==> config.mk <==
export PLATFORM = sky130hd
export DESIGN_NAME = lsu_mem_master
export DESIGN_NICKNAME = d
export VERILOG_FILES = /design/src/rtl/lsu_pkg.sv /design/src/rtl/lsu_lane_align.sv /design/src/rtl/lsu_mem_master.sv
export SDC_FILE = /design/constraint.sdc
export NUM_CORES = 1
export LEC_CHECK = 0
export ABC_AREA = 1
export CORE_MARGIN = 2
export CORE_UTILIZATION = 52
export CTS_BUF_LIST = sky130_fd_sc_hd__clkbuf_8
export DETAILED_ROUTE_END_ITERATION = 12
export PLACE_DENSITY = 0.95
export SYNTH_ARGS = -nofsm -noshare
export SYNTH_HDL_FRONTEND = slang
export SYNTH_HIERARCHICAL = 1
export SYNTH_SLANG_ARGS = --single-unit
==> constraint.sdc <==
create_clock -name clk -period 2.85 [get_ports clk]
set_input_delay 0.57 -clock clk [delete_from_list [all_inputs] [get_ports clk]]
set_output_delay 0.57 -clock clk [all_outputs]
set_load 0.02 [all_outputs]
==> src/rtl/lsu_pkg.sv <==
// Shared encodings for the load/store memory master: access sizes, fault causes
// and controller states.
package lsu_pkg;

  localparam logic [1:0] SZ_B = 2'b00;
  localparam logic [1:0] SZ_H = 2'b01;
  localparam logic [1:0] SZ_W = 2'b10;

  localparam logic [1:0] C_NONE  = 2'b00;
  localparam logic [1:0] C_MISAL = 2'b01;
  localparam logic [1:0] C_RANGE = 2'b10;
  localparam logic [1:0] C_PMP   = 2'b11;

  typedef enum logic [2:0] {
    ST_IDLE,
    ST_READ,
    ST_RMW_READ,
    ST_W_SETUP,
    ST_W_PULSE,
    ST_W_HOLD,
    ST_RESP
  } state_t;

endpackage

==> src/rtl/lsu_lane_align.sv <==
// Combinational lane logic: extracts and extends a load value from a memory word,
// and merges a right-aligned store value into the addressed lane of a word.
module lsu_lane_align
  import lsu_pkg::*;
(
  input  logic [1:0]  size,
  input  logic [1:0]  byte_off,
  input  logic        is_unsigned,
  input  logic [31:0] word_in,
  input  logic [31:0] store_data,
  output logic [31:0] load_data,
  output logic [31:0] merged
);

  logic [7:0]  lane_b;
  logic [15:0] lane_h;

  always_comb begin
    lane_b    = word_in[{byte_off, 3'b000} +: 8];
    lane_h    = byte_off[1] ? word_in[31:16] : word_in[15:0];
    load_data = word_in;
    merged    = store_data;
    case (size)
      SZ_B: begin
        load_data = is_unsigned ? {24'h0, lane_b} : {{24{lane_b[7]}}, lane_b};
        merged    = word_in;
        merged[{byte_off, 3'b000} +: 8] = store_data[7:0];
      end
      SZ_H: begin
        load_data = is_unsigned ? {16'h0, lane_h} : {{16{lane_h[15]}}, lane_h};
        merged    = word_in;
        if (byte_off[1]) merged[31:16] = store_data[15:0];
        else             merged[15:0]  = store_data[15:0];
      end
      default: begin
        load_data = word_in;
        merged    = store_data;
      end
    endcase
  end

endmodule

==> src/rtl/lsu_mem_master.sv <==
// Load/store initiator: checks alignment/range/PMP, then sequences reads,
// read-modify-write stores and a single-cycle mem_write pulse.
module lsu_mem_master #(
  parameter int MEM_WORDS = 512,
  parameter int WORD_AW   = 9
) (
  input  logic               clk,
  input  logic               rst_n,
  input  logic               req_valid,
  output logic               req_ready,
  input  logic               req_we,
  input  logic [1:0]         req_size,
  input  logic               req_unsigned,
  input  logic [31:0]        req_addr,
  input  logic [31:0]        req_wdata,
  input  logic               pmp_allow,
  output logic               rsp_valid,
  output logic [31:0]        rsp_rdata,
  output logic               rsp_fault,
  output logic [1:0]         rsp_cause,
  output logic               mem_read,
  output logic               mem_write,
  output logic [WORD_AW-1:0] mem_addr,
  output logic [31:0]        mem_wdata,
  input  logic [31:0]        mem_rdata
);

  import lsu_pkg::*;

  localparam logic [31:0] ADDR_LIMIT = 32'(MEM_WORDS * 4);

  state_t state_q, state_d;

  logic               we_q, we_d;
  logic [1:0]         size_q, size_d;
  logic               uns_q, uns_d;
  logic [1:0]         off_q, off_d;
  logic [31:0]        wdata_q, wdata_d;
  logic [1:0]         cause_q, cause_d;
  logic [31:0]        rdata_q, rdata_d;
  logic [WORD_AW-1:0] addr_q, addr_d;
  logic [31:0]        mwdata_q, mwdata_d;

  logic        misal;
  logic [1:0]  cause_in;
  logic [31:0] ld_data;
  logic [31:0] st_merged;

  lsu_lane_align u_align (
    .size        (size_q),
    .byte_off    (off_q),
    .is_unsigned (uns_q),
    .word_in     (mem_rdata),
    .store_data  (wdata_q),
    .load_data   (ld_data),
    .merged      (st_merged)
  );

  always_comb begin
    misal    = ((req_size == SZ_H) && req_addr[0]) ||
               (req_size[1] && (req_addr[1:0] != 2'b00));
    cause_in = misal                    ? C_MISAL :
               (req_addr >= ADDR_LIMIT) ? C_RANGE :
               !pmp_allow               ? C_PMP   : C_NONE;
  end

  always_ff @(posedge clk or negedge rst_n) begin
    if (!rst_n) begin
      state_q  <= ST_IDLE;
      we_q     <= 1'b0;
      size_q   <= '0;
      uns_q    <= 1'b0;
      off_q    <= '0;
      wdata_q  <= '0;
      cause_q  <= '0;
      rdata_q  <= '0;
      addr_q   <= '0;
      mwdata_q <= '0;
    end else begin
      state_q  <= state_d;
      we_q     <= we_d;
      size_q   <= size_d;
      uns_q    <= uns_d;
      off_q    <= off_d;
      wdata_q  <= wdata_d;
      cause_q  <= cause_d;
      rdata_q  <= rdata_d;
      addr_q   <= addr_d;
      mwdata_q <= mwdata_d;
    end
  end

  always_comb begin
    state_d = state_q;
    case (state_q)
      ST_IDLE: begin
        if (req_valid) begin
          if (cause_in != C_NONE) state_d = ST_RESP;
          else if (!req_we)       state_d = ST_READ;
          else if (req_size[1])   state_d = ST_W_SETUP;
          else                    state_d = ST_RMW_READ;
        end
      end
      ST_READ:     state_d = ST_RESP;
      ST_RMW_READ: state_d = ST_W_SETUP;
      ST_W_SETUP:  state_d = ST_W_PULSE;
      ST_W_PULSE:  state_d = ST_W_HOLD;
      ST_W_HOLD:   state_d = ST_RESP;
      ST_RESP:     state_d = ST_IDLE;
      default:     state_d = ST_IDLE;
    endcase
  end

  // mem_addr/mem_wdata load only on entry to READ, RMW_READ or W_SETUP.
  always_comb begin
    we_d     = we_q;
    size_d   = size_q;
    uns_d    = uns_q;
    off_d    = off_q;
    wdata_d  = wdata_q;
    cause_d  = cause_q;
    rdata_d  = rdata_q;
    addr_d   = addr_q;
    mwdata_d = mwdata_q;
    case (state_q)
      ST_IDLE: begin
        if (req_valid) begin
          we_d    = req_we;
          size_d  = req_size;
          uns_d   = req_unsigned;
          off_d   = req_addr[1:0];
          wdata_d = req_wdata;
          cause_d = cause_in;
          rdata_d = '0;
          if (cause_in == C_NONE) begin
            addr_d = req_addr[WORD_AW+1:2];
            if (req_we && req_size[1]) mwdata_d = req_wdata;
          end
        end
      end
      ST_READ:     rdata_d  = ld_data;
      ST_RMW_READ: mwdata_d = st_merged;
      default: ;
    endcase
  end

  always_comb begin
    req_ready = (state_q == ST_IDLE);
    rsp_valid = (state_q == ST_RESP);
    rsp_fault = rsp_valid && (cause_q != C_NONE);
    rsp_cause = rsp_valid ? cause_q : C_NONE;
    rsp_rdata = rsp_valid ? rdata_q : '0;
    mem_read  = (state_q == ST_READ) || (state_q == ST_RMW_READ);
    mem_write = (state_q == ST_W_PULSE);
    mem_addr  = addr_q;
    mem_wdata = mwdata_q;
  end

endmodule

Yosys cells after proc, flatten, opt, wreduce, memory -nomap -nowiden
Cells that the tools add are included.
{ "totals": {"inputBits": 104, "word_cells": 68, "reg_bits": 115} }
{ "op_classes": {"n_addsub": 1, "n_eq_ne": 11, "muxes": 24, "shifts": 3, "magnitude_cmp": 1, "reduce_logical": 19} }
{ "op_table": {"columns": ["op", "count"], "rows": [
  ["$pmux 32 s2", 4],
  ["$mux 32", 7],
  ["$mux 16", 3],
  ["$bwmux 32", 1],
  ["$ge 32x12->1 const B", 1],
  ["$shift 8x7->32 const A", 1],
  ["$shiftx 32x6->8", 1],
  ["$shiftx 8x7->32", 1],
  ["$pmux 3 s5", 1],
  ["$mux 2", 5],
  ["$reduce_bool 2->1", 5],
  ["$eq 3x3->1 const B", 3],
  ["$neg 5->7", 1],
  ["$eq 3x2->1 const B", 2],
  ["$mux 3", 2],
  ["$eq 2x1->1 const B", 2],
  ["$logic_and 1x1->1", 4],
  ["$logic_not 2->1", 2],
  ["$ne 2x1->1 const B", 2],
  ["$reduce_and 2->1", 2],
  ["$reduce_and 4->1", 1],
  ["$eq 3x1->1 const B", 1],
  ["$logic_not 3->1", 1],
  ["$reduce_and 3->1", 1],
  ["other kinds (4)", 5]
]} }

Depth between registers and ports, before layout
{ "logic_depth": {"depth_word": 8, "depth_mapped": 14, "depth_no_buf": 12} }

Cells and area by module
Netlist, hierarchy kept.
{ "by_module_without_submodules": {"columns": ["module", "cells_each", "seq_area_each_um2", "area_per_inst_um2", "instances"], "rows": [
  ["lsu_mem_master", 619, 2877.8, 5255.0, 1],
  ["lsu_lane_align", 470, 0.0, 2110.8, 1]
]} }

Least setup slack after synthesis
Ideal clock, no wire load.
{ "synth_path": {"path_kind": "flip-flop to flip-flop", "from": "register off_q[1]", "to": "register mwdata_q[25], in the netlist mem_wdata[25]", "period_less_slack_ns": 2.067, "arrival_time_ns": 1.950, "path_slack_ns": 0.783, "required_ns": 2.733, "setup_ns": 0.117, "stages_incl_launch_ff": 13, "path_buffers": 3, "cell_sequence": "dfrtp_1 buf_4 inv_4 buf_6 ha_1 clkbuf_2 nand3b_1 o22ai_1 nand2_1 nand2_1 mux2_2 nand3_1 nand2_1"} }
{ "synth_via": {"elab_chain_cells": 5, "word_cells_on_any_way": 7, "classes_between": "1 x add/sub; 2 x shift; 4 x mux"} }
{ "synth_rtl": {"columns": ["element", "line", "rtl"], "rows": [
  ["from (decl)", "lsu_mem_master.sv:37", "logic [1:0] off_q, off_d;"],
  ["from (signal assigned)", "lsu_mem_master.sv:73", "off_q <= '0;"],
  ["from (signal assigned)", "lsu_mem_master.sv:84", "off_q <= off_d;"],
  ["$neg 5->7", "lsu_lane_align.sv:27", "merged[{byte_off, 3'b000} +: 8] = store_data[7:0];"],
  ["$shiftx 8x7->32 or $shift 8x7->32 (tied branches)", "lsu_lane_align.sv:27", null],
  ["$bwmux 32", "lsu_lane_align.sv:27", null],
  ["$pmux 32 s2 (*)", "lsu_lane_align.sv:23", "case (size)"],
  ["via st_merged[25]", "lsu_mem_master.sv:47", "logic [31:0] st_merged;"],
  ["$pmux 32 s2 (*)", "lsu_mem_master.sv:125", "case (state_q)"],
  ["to (signal assigned)", "lsu_mem_master.sv:89", "mwdata_q <= mwdata_d;"],
  ["to (decl)", "lsu_mem_master.sv:42", "logic [31:0] mwdata_q, mwdata_d;"]
]} }
Mark *: on every way through the listed nets, which the timed path passes. The rest lies on a longest branch.
A chain may end at the register's enable or synchronous reset.

Worst setup path in the final report
{ "layout_path": {"from": "register state_q[1]", "to": "output rsp_rdata[13]"} }
{ "layout_via": {"elab_chain_cells": 2} }
{ "layout_rtl": {"columns": ["element", "line", "rtl"], "rows": [
  ["from (decl)", "lsu_mem_master.sv:32", "state_t state_q, state_d;"],
  ["from (signal assigned)", "lsu_mem_master.sv:80", "state_q <= state_d;"],
  ["$eq 3x3->1", "lsu_mem_master.sv:149", "rsp_valid = (state_q == ST_RESP);"],
  ["$mux 32", "lsu_mem_master.sv:152", "rsp_rdata = rsp_valid ? rdata_q : '0;"],
  ["to (decl)", "lsu_mem_master.sv:18", "output logic [31:0] rsp_rdata,"]
]} }
No other way between the ends.

==> reports/qor.txt <==
status = complete, no violations
# H-tree levels = 4
DRT Pass-1 Iters = 5
die height = 123 um
post-synthesis sequential area ratio = 0.391
relative max-transition margin = 0.593
DR DRC count = 0
full die area = 15100 sq um
clock buffer count from CTS = 17
placed insts = 1414
later-pin clock latency in the skew report = 0.45 ns
P_leak = 0.00495 uW
Final Cycle Share = 0.962
Setup Skew = 0.0102 ns
vias in the first global route = 7580
Power Dens Cells = 1020 nW/um^2
syn_nets = 1198
Critical R2R Launch = off_q[0]
worst vdd ir = 0.619 mV
gr usage total = 0.332
critical-path cell list = inv_2, nor3_4, inv_6, nor2_1, clkdlybuf4s50_1
final hold violation count = 0
Nets = 1362
first-pass GRT wire length = 38700 um
Ys Warns = 6
Crit Reg-Reg Endpoint = mem_wdata[26]
Final Setup Violations = 0
total of fill cells in the finished design = 1141
crit path DAT = 2.17 ns
Worst setup startpoint = state_q[1]
Setup crit end kind = output pin
Clock Sinks = 115
Wirelength per Cell = 16.8 um
max incr delay on CP = 0.61 ns
EDFF count, synth = 0
RSZ-0062 raised after global routing = false
Routed WL = 24300 um
fin. max-slew vios = 0
MaxCap Viol Count = 0
worst reg2reg path depth = 9
CP Launch Type = register
largest net degree at the start of global routing = 116
Area growth syn-to-layout = 31.3%
Final HPWL DP = 17300 um
Core Util, Final = 0.697
final hold slack = 0.201 ns
GPL Wtd Cong = 0.957
Synth area leader = dfrtp_1
via count = 7907
Mean Syn Cell Area = 6.76 sq um
Seq cells post-synth = 115
most common cell in the netlist = nand2_1
IO Count = 184
Ant. Diodes = 0
Post-Layout Cell Count = 1446
vias per cell = 5.47
Hold Crit Class = input port to async pin
setup_tns = 0 ns
Reg clk slew, reported paths = 0.08 ns
initial DRC count = 913
CP Max Fanout = 35
slew at the pin closest to its max-slew limit = 0.611 ns
unique cell type count in the Yosys netlist = 36
die width = 123 um
reg2reg setup slack = 0.61 ns
CP max stage cell = clkdlybuf4s50_1
Syn Std Cell Area = 7370 sq um
f_max = 365 MHz
Worst EP required = 2.28 ns
Initial Utilization = 0.531
fraction of layout cells with a size suffix above 1 = 0.0798
PortBufs = 183
top cells by area, synth = dfrtp_1, nand2_1, inv_1
row count = 43
Worst Setup EP = rsp_rdata[13]
DRT antenna net count = 0
clock tree from TritonCTS = done
critical path class = register to output pin
top cell type's share of synthesized area = 0.391
Main synth FF type = dfrtp_1
initial antenna violation count = 0
post-synthesis async set-or-reset flop share = 1.00
Cells after Synth = 1089
synth cell count leaders = nand2_1, inv_1, dfrtp_1
Core Region = 13900 sq um
grt ovf = 0
maximum clock insertion buffer count = 2
crit path time final = 2.74 ns
Root Driver = clkbuf_8
logic make-up after synthesis:
group | after synthesis | share of synthesized area
simple gates | 626 | 0.354
buf+inv | 197 | 0.117
compound gates | 123 | 0.0939
flops | 115 | 0.391
mux | 23 | 0.0352
fa+ha+maj | 5 | 0.00849
sequential cells by signal, indices dropped and copies added, names as in the netlist, 2 cells and up:
| signal | count |
|---|---|
| cause_q | 2 |
| wdata_q | 32 |
| mem_wdata | 32 |
| off_q | 2 |
| state_q | 3 |
| rdata_q | 32 |
| size_q | 2 |
| mem_addr | 9 |
worst min-delay path by stage:
| stage | start | slack, ns | endpoint |
|---|---|---|---|
| 2_1_floorplan | rst_n | 0.27 | cause_q[0] |
| 3_3_place_gp | mem_addr[8] | 0.46 | mem_addr[8] |
| 3_5_place_dp | wdata_q[26] | 0.46 | wdata_q[26] |
| 4_1_cts | rst_n | 0.22 | mem_wdata[24] |
| 5_1_grt | rst_n | 0.25 | mem_wdata[24] |
| 6_report | rst_n | 0.20 | mem_wdata[24] |
stage by stage:
| step | instance area, sq um | setup WS [ns] | power (uW) |
|---|---|---|---|
| 2_1_floorplan | 7370 | 0.783 | 6380 |
| 3_3_place_gp | 9240 | 0.541 | 8030 |
| 3_5_place_dp | 9240 | 0.458 | 8160 |
| 4_1_cts | 9650 | 0.00843 | 9810 |
| 5_1_grt | 9670 | 0.00830 | 10600 |
| 6_report | 9670 | 0.108 | 9880 |
worst max-delay path: cells and delay by family (launching register included):
family	cells	cell delay [ns]
buf+inv	3	0.87
flops	1	0.47
simple gates	2	0.36
layer usage:
metal / GRT usage / wire (um) / vias to the layer above / part of all wire
li1: - / - / 3734 / -
met1: 0.453 / 9950 / 3660 / 0.41
met2: 0.527 / 11200 / 448 / 0.46
met3: 0.0669 / 2460 / 65 / 0.10
met4: 0.122 / 683 / 0 / 0.028
met5: 0 / 0 / - / 0
cell usage in the layout (no fill, tap or decap), drive strengths merged, types with 7 or more instances in the layout:
cell and instances:
clkdlybuf4s50 178, buf 19, clkbuf 20, o22ai 41, o21ai 48, nand2 425, dfrtp 115, nor2 90
mux2 23, o211ai 7, nand4 7, nand3 88, inv 143, a21oi 24
where the power goes:
part           switching, uW  internal, uW  total (uW)
combinational           3480          1990        5460
clock                    687           919        1610
sequential               491          2320        2810
final cells by class:
type	instances	area, sq um	area share
Timing Repair Buffer	201	1990	0.205
Clock inverter	12	138	0.0142
Clock buffer	20	275	0.0285
Sequential cell	115	2880	0.298
Tap cell	180	225	0.0233
Inverter	141	539	0.0558
Multi-Input combinational cell	777	3630	0.375
timing repair:
action	CTS	global route
endpoints found under the hold margin	0	0
setup buffers	0	0
hold buffers	0	0
setup endpoints to repair	14	35
gates resized for setup	1	6
Note: power is estimated with default switching activity, not from simulation.
